`src/rtl/sal_fifo_pkg.sv`:
```
// Shared types and helpers for the multi-channel FIFO.
package sal_fifo_pkg;

    function automatic int cnt_w(input int depth_lg2);
        return depth_lg2 + 1;
    endfunction

    typedef struct packed {
        logic ovf;
        logic udf;
    } sal_fifo_err_t;

endpackage

```
`src/rtl/sal_fifo_chctl.sv`:
```
// One channel's read/write pointers, occupancy count and registered status flags.
module sal_fifo_chctl
    import sal_fifo_pkg::*;
#(
    parameter int DEPTH_LG2    = 4,
    parameter int AFULL_THRES  = (1 << DEPTH_LG2) - 1,
    parameter int AEMPTY_THRES = 1
) (
    input  logic                 clk,
    input  logic                 rst,
    input  logic                 wacc_i,
    input  logic                 racc_i,
    output logic [DEPTH_LG2-1:0] wrlo_o,
    output logic [DEPTH_LG2-1:0] rdlo_o,
    output logic [DEPTH_LG2:0]   cnt_o,
    output logic                 full_o,
    output logic                 afull_o,
    output logic                 empty_o,
    output logic                 aempty_o
);
    localparam int CNT_W = cnt_w(DEPTH_LG2);
    localparam logic [CNT_W-1:0] AF_TH = CNT_W'(AFULL_THRES);
    localparam logic [CNT_W-1:0] AE_TH = CNT_W'(AEMPTY_THRES);

    logic [CNT_W-1:0] r_wrptr, r_rdptr, r_cnt;
    logic             r_full, r_afull, r_empty, r_aempty;
    logic [CNT_W-1:0] w_wr_nxt, w_rd_nxt, w_cnt_nxt;

    assign w_wr_nxt = r_wrptr + CNT_W'(wacc_i);
    assign w_rd_nxt = r_rdptr + CNT_W'(racc_i);

    always_comb begin
        w_cnt_nxt = r_cnt;
        if (wacc_i && !racc_i)
            w_cnt_nxt = r_cnt + CNT_W'(1);
        else if (racc_i && !wacc_i)
            w_cnt_nxt = r_cnt - CNT_W'(1);
    end

    // Flags come from next-state pointers so they are exact the cycle after the edge.
    always_ff @(posedge clk) begin
        if (rst) begin
            r_wrptr  <= '0;
            r_rdptr  <= '0;
            r_cnt    <= '0;
            r_full   <= 1'b0;
            r_afull  <= 1'b0;
            r_empty  <= 1'b1;
            r_aempty <= 1'b1;
        end else begin
            r_wrptr  <= w_wr_nxt;
            r_rdptr  <= w_rd_nxt;
            r_cnt    <= w_cnt_nxt;
            r_full   <= (w_wr_nxt[CNT_W-1] != w_rd_nxt[CNT_W-1]) &&
                        (w_wr_nxt[CNT_W-2:0] == w_rd_nxt[CNT_W-2:0]);
            r_empty  <= (w_wr_nxt == w_rd_nxt);
            r_afull  <= (w_cnt_nxt >= AF_TH);
            r_aempty <= (w_cnt_nxt <= AE_TH);
        end
    end

    assign wrlo_o   = r_wrptr[CNT_W-2:0];
    assign rdlo_o   = r_rdptr[CNT_W-2:0];
    assign cnt_o    = r_cnt;
    assign full_o   = r_full;
    assign afull_o  = r_afull;
    assign empty_o  = r_empty;
    assign aempty_o = r_aempty;

endmodule

```
`src/rtl/sal_mc_fifo.sv`:
```
// Multi-channel synchronous FIFO: NUM_CH queues in one shared array, show-ahead read, sticky errors.
module sal_mc_fifo
    import sal_fifo_pkg::*;
#(
    parameter int NUM_CH       = 4,
    parameter int DEPTH_LG2    = 4,
    parameter int DATA_WIDTH   = 32,
    parameter int AFULL_THRES  = (1 << DEPTH_LG2) - 1,
    parameter int AEMPTY_THRES = 1,
    localparam int CH_W        = (NUM_CH > 1) ? $clog2(NUM_CH) : 1,
    localparam int CNT_W       = cnt_w(DEPTH_LG2)
) (
    input  logic                    clk,
    input  logic                    rst,
    input  logic                    wren_i,
    input  logic [CH_W-1:0]         wch_i,
    input  logic [DATA_WIDTH-1:0]   wdata_i,
    output logic [NUM_CH-1:0]       full_o,
    output logic [NUM_CH-1:0]       afull_o,
    input  logic                    rden_i,
    input  logic [CH_W-1:0]         rch_i,
    output logic [DATA_WIDTH-1:0]   rdata_o,
    output logic [NUM_CH-1:0]       empty_o,
    output logic [NUM_CH-1:0]       aempty_o,
    output logic [NUM_CH*CNT_W-1:0] cnt_o,
    input  logic                    clr_err_i,
    output logic                    ovf_o,
    output logic                    udf_o
);
    localparam int DEPTH = 1 << DEPTH_LG2;

    logic [DATA_WIDTH-1:0] r_mem [NUM_CH*DEPTH];
    sal_fifo_err_t         r_err;

    logic [NUM_CH-1:0][DEPTH_LG2-1:0] w_wrlo, w_rdlo;
    logic [NUM_CH-1:0]                w_wacc, w_racc;
    logic                             w_wch_ok, w_rch_ok;
    logic                             w_wblk, w_rblk;

    // Out-of-range channel indices (non power-of-2 NUM_CH) behave like a full/empty target.
    assign w_wch_ok = ({1'b0, wch_i} < (CH_W+1)'(NUM_CH));
    assign w_rch_ok = ({1'b0, rch_i} < (CH_W+1)'(NUM_CH));
    assign w_wblk   = !w_wch_ok || full_o[wch_i];
    assign w_rblk   = !w_rch_ok || empty_o[rch_i];

    for (genvar c = 0; c < NUM_CH; c++) begin : g_ch
        assign w_wacc[c] = wren_i && (wch_i == CH_W'(c)) && !full_o[c];
        assign w_racc[c] = rden_i && (rch_i == CH_W'(c)) && !empty_o[c];

        sal_fifo_chctl #(
            .DEPTH_LG2   (DEPTH_LG2),
            .AFULL_THRES (AFULL_THRES),
            .AEMPTY_THRES(AEMPTY_THRES)
        ) u_chctl (
            .clk     (clk),
            .rst     (rst),
            .wacc_i  (w_wacc[c]),
            .racc_i  (w_racc[c]),
            .wrlo_o  (w_wrlo[c]),
            .rdlo_o  (w_rdlo[c]),
            .cnt_o   (cnt_o[c*CNT_W +: CNT_W]),
            .full_o  (full_o[c]),
            .afull_o (afull_o[c]),
            .empty_o (empty_o[c]),
            .aempty_o(aempty_o[c])
        );
    end

    always_ff @(posedge clk) begin
        if (|w_wacc)
            r_mem[{wch_i, w_wrlo[wch_i]}] <= wdata_i;
    end

    assign rdata_o = w_rch_ok ? r_mem[{rch_i, w_rdlo[rch_i]}] : '0;

    // A new error in the same cycle as a clear stays set.
    always_ff @(posedge clk) begin
        if (rst) begin
            r_err <= '0;
        end else begin
            if (clr_err_i) r_err <= '0;
            if (wren_i && w_wblk) r_err.ovf <= 1'b1;
            if (rden_i && w_rblk) r_err.udf <= 1'b1;
        end
    end

    assign ovf_o = r_err.ovf;
    assign udf_o = r_err.udf;

endmodule

```
`config.mk`:
```
export PLATFORM = sky130hd
export DESIGN_NAME = sal_mc_fifo
export DESIGN_NICKNAME = d
export VERILOG_FILES = /design/src/rtl/sal_fifo_pkg.sv /design/src/rtl/sal_fifo_chctl.sv /design/src/rtl/sal_mc_fifo.sv
export SDC_FILE = /design/constraint.sdc
export NUM_CORES = 2
export LEC_CHECK = 0
export CAP_MARGIN = 20
export CORE_MARGIN = 2
export CORE_UTILIZATION = 35
export CTS_CLUSTER_SIZE = 30
export DETAILED_ROUTE_END_ITERATION = 7
export GPL_TIMING_DRIVEN = 1
export HOLD_SLACK_MARGIN = 0.03
export PLACE_DENSITY = 0.62
export SYNTH_ARGS = -nofsm -noshare
export SYNTH_HDL_FRONTEND = slang
export SYNTH_HIERARCHICAL = 1
export SYNTH_SLANG_ARGS = --single-unit
```
`constraint.sdc`:
```
create_clock -name clk -period 5.75 [get_ports clk]
set_input_delay 1.15 -clock clk [delete_from_list [all_inputs] [get_ports clk]]
set_output_delay 1.15 -clock clk [all_outputs]
set_load 0.03 [all_outputs]
```
**Word level (Yosys, flattened, before mapping)**

Memory sizes are Yosys's and may differ from the RTL's.
Cells that the tools add are included.

- Memory bits (writable): 2,048
- Register bits after elaboration: 78
- Memories: 1
- Logic and storage cells: 147
- Output and inout bits: 70

Memories:

| memory | words | width | read ports | clocked after memory_dff | wr ports | line | text |
|---|---|---|---|---|---|---|---|
| r_mem | 64 | 32 | 1 | 0 | 1 | sal_mc_fifo.sv:32 | `logic [DATA_WIDTH-1:0] r_mem [NUM_CH*DEPTH];` |

- Add/subtract/negate cells: 16
- Order comparisons: 10
- Eq/ne operators: 18
- Reduce and logical (&&, ||, !) cells: 51
- Muxes and demuxes: 21

Operators by type and width:

| operator | number |
|---|---|
| $add 5x1->5 | 8 |
| $mux 5 | 8 |
| $logic_and 1x1->1 | 30 |
| $add 5x1->5 const B | 4 |
| $eq 5x5->1 | 4 |
| $ge 5x4->1 const B | 4 |
| $le 5x1->1 const B | 4 |
| $sub 5x1->5 const B | 4 |
| $bmux 4 s2 | 2 |
| $eq 4x4->1 | 4 |
| $logic_not 1->1 | 16 |
| $eq 2x2->1 const B | 4 |
| $mux 4 | 2 |
| $lt 2x3->1 const B | 2 |
| $mux 1 | 6 |
| $bmux 1 s2 | 2 |
| $eq 2x1->1 const B | 2 |
| $logic_not 2->1 | 2 |
| $ne 1x1->1 | 4 |
| $reduce_bool 2->1 | 2 |
| $reduce_or 4->1 | 1 |
| $mux 2 | 1 |

**Longest topological paths before layout**

- Depth in word-level cells: 8
- Gate-level depth with buffers: 12
- Mapped depth without buffers: 8

**Modules after synthesis**

The synthesis kept the hierarchy.

Modules (own cells, without submodules):

| module | cells an instance | sequential area each (sq um) | area each (sq um) | times used |
|---|---|---|---|---|
| sal_mc_fifo | 4,803 | 61,539.0 | 81,149.1 | 1 |
| sal_fifo_chctl at g_ch[0].u_chctl ... | 96 | 380.4 | 929.6 | 3 |
| sal_fifo_chctl at g_ch[3].u_chctl | 92 | 380.4 | 913.4 | 1 |

**Worst setup path before layout**

Ideal clock, no wire load.

- Path kind: input port to output port
- Start point: input port rch_i[1]
- End point: output port rdata_o[10]
- Arrival: 3.968 ns
- Cell stages on the path: 10
- Data required time: 4.600 ns
- Path slack: 0.632 ns
- Cells stage by stage: buf_2 mux4_2 buf_2 buf_2 buf_2 clkbuf_1 mux2i_1 o21ai_0 and3_1 nor4_1

- Cells in the longest elaborated chain, start to end: 3

RTL lines:

| what | line | text |
|---|---|---|
| start: declaration | sal_mc_fifo.sv:21 | `input logic [CH_W-1:0] rch_i,` |
| $bmux 4 s2 | sal_mc_fifo.sv:74 | `assign rdata_o = w_rch_ok ? r_mem[{rch_i, w_rdlo[rch_i]}] : '0;` |
| $mux 4 (not written as such) | sal_mc_fifo.sv:74 |  |
| $mem_v2 64x32 * | -- |  |
| end: declaration | sal_mc_fifo.sv:22 | `output logic [DATA_WIDTH-1:0] rdata_o,` |

Every way passes the cells marked *; elsewhere a longest branch is shown, timed or not. The select of a mux whose other input is x is not followed.

**Final worst setup path**

- Start point: input port rch_i[1]
- End point: output port rdata_o[8]

Same word-level chain as after synthesis.

==> flow_summary.json <==
{
  "intPower_mw": 24.7,
  "worstPathArrival_ns": 4.61,
  "p_clk_share_pct": 41.7,
  "grt_pass1_wl_um": 333000,
  "cts.clk_slew.worst_paths_ns": 0.06,
  "skew_ns": 0.0418,
  "worst_slack_ns": -0.00877,
  "drive_gt1_share_pct": 21.8,
  "final_util_pct": 42.4,
  "drtAntennaViolNets": 0,
  "cp.required_ns": 4.60,
  "path_max_fanout": 31,
  "wl_um": 231000,
  "r2r-end": "r_mem[23][4]",
  "synth.area.top_cells": "edfxtp_1 72%, mux2i_1 5.0%, a211oi_1 3.4%",
  "drv_cap": 0,
  "vias": 48900,
  "critPathMaxStageDelay_ns": 0.57,
  "start_util_pct": 35.2,
  "ys_seq_elements": 2126,
  "postSynth.asyncResetShare_pct": 0,
  "total_power_mw": 31.3,
  "antenna_found_initial": 26,
  "outcome": "finished, violations left",
  "die_y_um": 496,
  "cts_buffers": 203,
  "ys_types": 55,
  "hp-class": "reg2reg",
  "synth_top_area_share_pct": 72.5,
  "avgSynthCellArea_um2": 16.4,
  "vdd_drop_max_v": 0.000316,
  "leakage_nw": 31.7,
  "hold_buffers": 0,
  "synth_nets": 5248,
  "placed_area_um2": 93400,
  "powerDensity_nw_per_um2": 306,
  "worstMarginPinSlew_ns": 1.14,
  "synthFlopType": "edfxtp_1",
  "track_usage_pct": 18.3,
  "place_congestion": 0.798,
  "r2r_cells": 4,
  "wire_per_inst_um": 25.7,
  "cts_tree": "yes",
  "syn_inst": 5183,
  "grt_max_degree": 66,
  "whs_ns": 0.518,
  "drt_iter0_drc": 4488,
  "setup_tns_ns": -0.00877,
  "detailed_place_hpwl_um": 139000,
  "syn_to_final_growth_pct": 20.3,
  "clock_sinks": 2126,
  "post-synth-top-count-cell": "edfxtp_1",
  "viasPerCell": 5.45,
  "rows": 180,
  "fin_area_um2": 102000,
  "combPwrFrac_pct": 3.8,
  "crit_slowest_cell": "mux4_4",
  "finalNetCount": 5680,
  "finalCriticalPeriod_ns": 5.76,
  "firstDrtPassIters": 5,
  "synth-edff-count": 2048,
  "hold_end": "g_ch[3].u_chctl/r_rdptr[4]",
  "rrSetupSlack_ns": 2.45,
  "hp-start": "g_ch[3].u_chctl/r_rdptr[4]",
  "cts-root-buf": "clkbuf_16",
  "max-clock-path-buffers": 3,
  "num_io_pins": 111,
  "htreeDepth": 4,
  "power.switching_mw": 6.58,
  "yosys-top-cells-count": "2048 x edfxtp_1, 424 x mux2i_1, 411 x nand2_1",
  "relSlewSlack_pct": 24.0,
  "port-buffer-count": 110,
  "p_seq_share_pct": 54.5,
  "multi_input_comb_area_um2": 22100,
  "crit_path_frequent_cell": "buf_4",
  "min_period_over_period_pct": 100,
  "regToRegStartpoint": "g_ch[1].u_chctl/full_o",
  "final-setup-viol-count": 1,
  "path_delay_family": "buffers and inverters",
  "max_freq_ghz": 0.174,
  "nFillCells": 20900,
  "die_w_um": 496,
  "whs_path_depth": 2,
  "crit_type": "in2out",
  "startpoint_type": "input pin",
  "hold_violations": 0,
  "drc_errors": 0,
  "rsz0062_at_grt": "yes",
  "end_kind": "output pin",
  "dieArea_um2": 246000,
  "insertion_delay_ns": 0.87,
  "ys_warn_count": 6,
  "p_sw_share_pct": 21.0,
  "path_buf_inv": 7,
  "final_max_slew_viol_count": 0,
  "seq_area_frac_synth_pct": 74.3,
  "worstPathCellList": "clkdlybuf4s50_1 -> buf_6 -> mux4_4 -> or2_4 -> buf_12 -> buf_4 -> a211oi_1 -> a2111oi_2 -> buf_4 -> nor4_4 -> nor4_2 -> buf_4 -> buf_12",
  "synth_top_area_cell": "edfxtp_1",
  "ff_latch_area_um2": 63100,
  "overflow": 0,
  "netlist_area_um2": 84900,
  "grt_pass1_vias": 48700,
  "core_um2": 241000,
  "violations": "negative setup slack"
}
how the worst max path moves through the flow:
stage / start / endpoint / cells after the start
after detailed placement: rch_i[0] / rdata_o[25] / 14
after global placement: rch_i[0] / rdata_o[9] / 11
after global routing: rch_i[1] / rdata_o[31] / 15
after CTS: rch_i[1] / rdata_o[16] / 14
after floorplan: rch_i[1] / rdata_o[10] / 10
final: rch_i[1] / rdata_o[8] / 13
placed cells by master, fill, tap and decap left out, types with 24 or more instances in the layout:
cell | Yosys | final
mux4_2 | 40 | 37
a221oi_1 | 32 | 30
buf_4 | 55 | 399
nor2_1 | 113 | 48
buf_12 | 0 | 119
a211oi_1 | 385 | 369
clkinv_1 | 0 | 46
clkbuf_16 | 0 | 204
nor4_1 | 128 | 61
clkbuf_1 | 227 | 40
nor4_4 | 0 | 29
edfxtp_1 | 2048 | 2048
ha_1 | 24 | 24
dfxtp_1 | 78 | 78
a311oi_1 | 192 | 189
a2111oi_2 | 0 | 44
xor2_1 | 25 | 25
a221o_1 | 32 | 32
mux2_2 | 100 | 93
and2_1 | 369 | 369
a2111oi_4 | 0 | 32
clkdlybuf4s50_1 | 0 | 44
mux2i_1 | 424 | 423
and3_1 | 32 | 28
buf_2 | 71 | 34
xnor2_1 | 31 | 31
nor2_4 | 0 | 65
o21ai_0 | 78 | 78
clkinv_2 | 0 | 45
nor4_2 | 0 | 38
nand2_1 | 411 | 408
final cells by class:
class	count	share of cell area (%)
diodes	2	0.00490
clock buffers	245	5.16
clock inverters	132	1.18
inverters	16	0.0589
multi-input cells	2649	21.6
flip-flops and latches	2126	61.8
well taps	3185	3.91
repair buffers	619	6.26
kinds of logic (layout without fill, tap and decap cells):
family	count (synthesis)	in the layout	share of synthesized area [%]
DFF	2126	2126	74.3
and+or+nand+nor	1158	1158	7.03
AOI/OAI and AO/OA	843	843	7.85
muxes	564	564	7.39
buffers and inverters	408	1012	2.38
xor gates and xnor gates	60	60	0.684
adders and majority gates	24	24	0.354
other	0	2	0
routing by layer:
layer,vias up,GRT usage (%),part of all wire [%]
met5,-,0,0.046
met4,18,5.74,3.0
met3,353,3.24,6.6
met2,1698,31.2,50
met1,25400,23.7,41
li1,21400,-,-
stage by stage:
| stage | cells | setup slack (ns) |
|---|---|---|
| global route | 8972 | -0.0604 |
| finish | 8974 | -0.00877 |
| floorplan | 5183 | 0.632 |
| global placement | 8577 | -0.914 |
| CTS | 8956 | -0.0466 |
| detailed placement | 8578 | -0.754 |
sequential cells by signal, indices dropped and copies added, names as in the netlist, 4 cells and up:
register,cells
g_ch.u_chctl/aempty_o,4
g_ch.u_chctl/afull_o,4
g_ch.u_chctl/cnt_o,20
g_ch.u_chctl/empty_o,4
g_ch.u_chctl/full_o,4
g_ch.u_chctl/r_rdptr,20
g_ch.u_chctl/r_wrptr,20
r_mem,2048
timing repair:
action / CTS / global route
gates resized for setup: 230 / 113
gates cloned: 3 / 0
buffers inserted: 1 / 5
setup endpoints to repair: 32 / 32
pin swaps: 13 / 20
power groups by stage:
stage          combinational (mW)  sequential [mW]  clock, mW
3_3_place_gp                 1.07             17.4          0
4_1_cts                      1.14             17.0       13.3
2_1_floorplan               0.405             17.4          0
5_1_grt                      1.25             17.0       13.8
3_5_place_dp                 1.09             17.4          0
6_report                     1.18             17.0       13.1
tightest hold or removal path, delay by kind of cell (launching register included):
family | cells | cell delay (ns)
xor+xnor | 1 | 0.09
simple gates | 1 | 0.08
flops | 1 | 0.32
(Power assumes the default switching activity.)
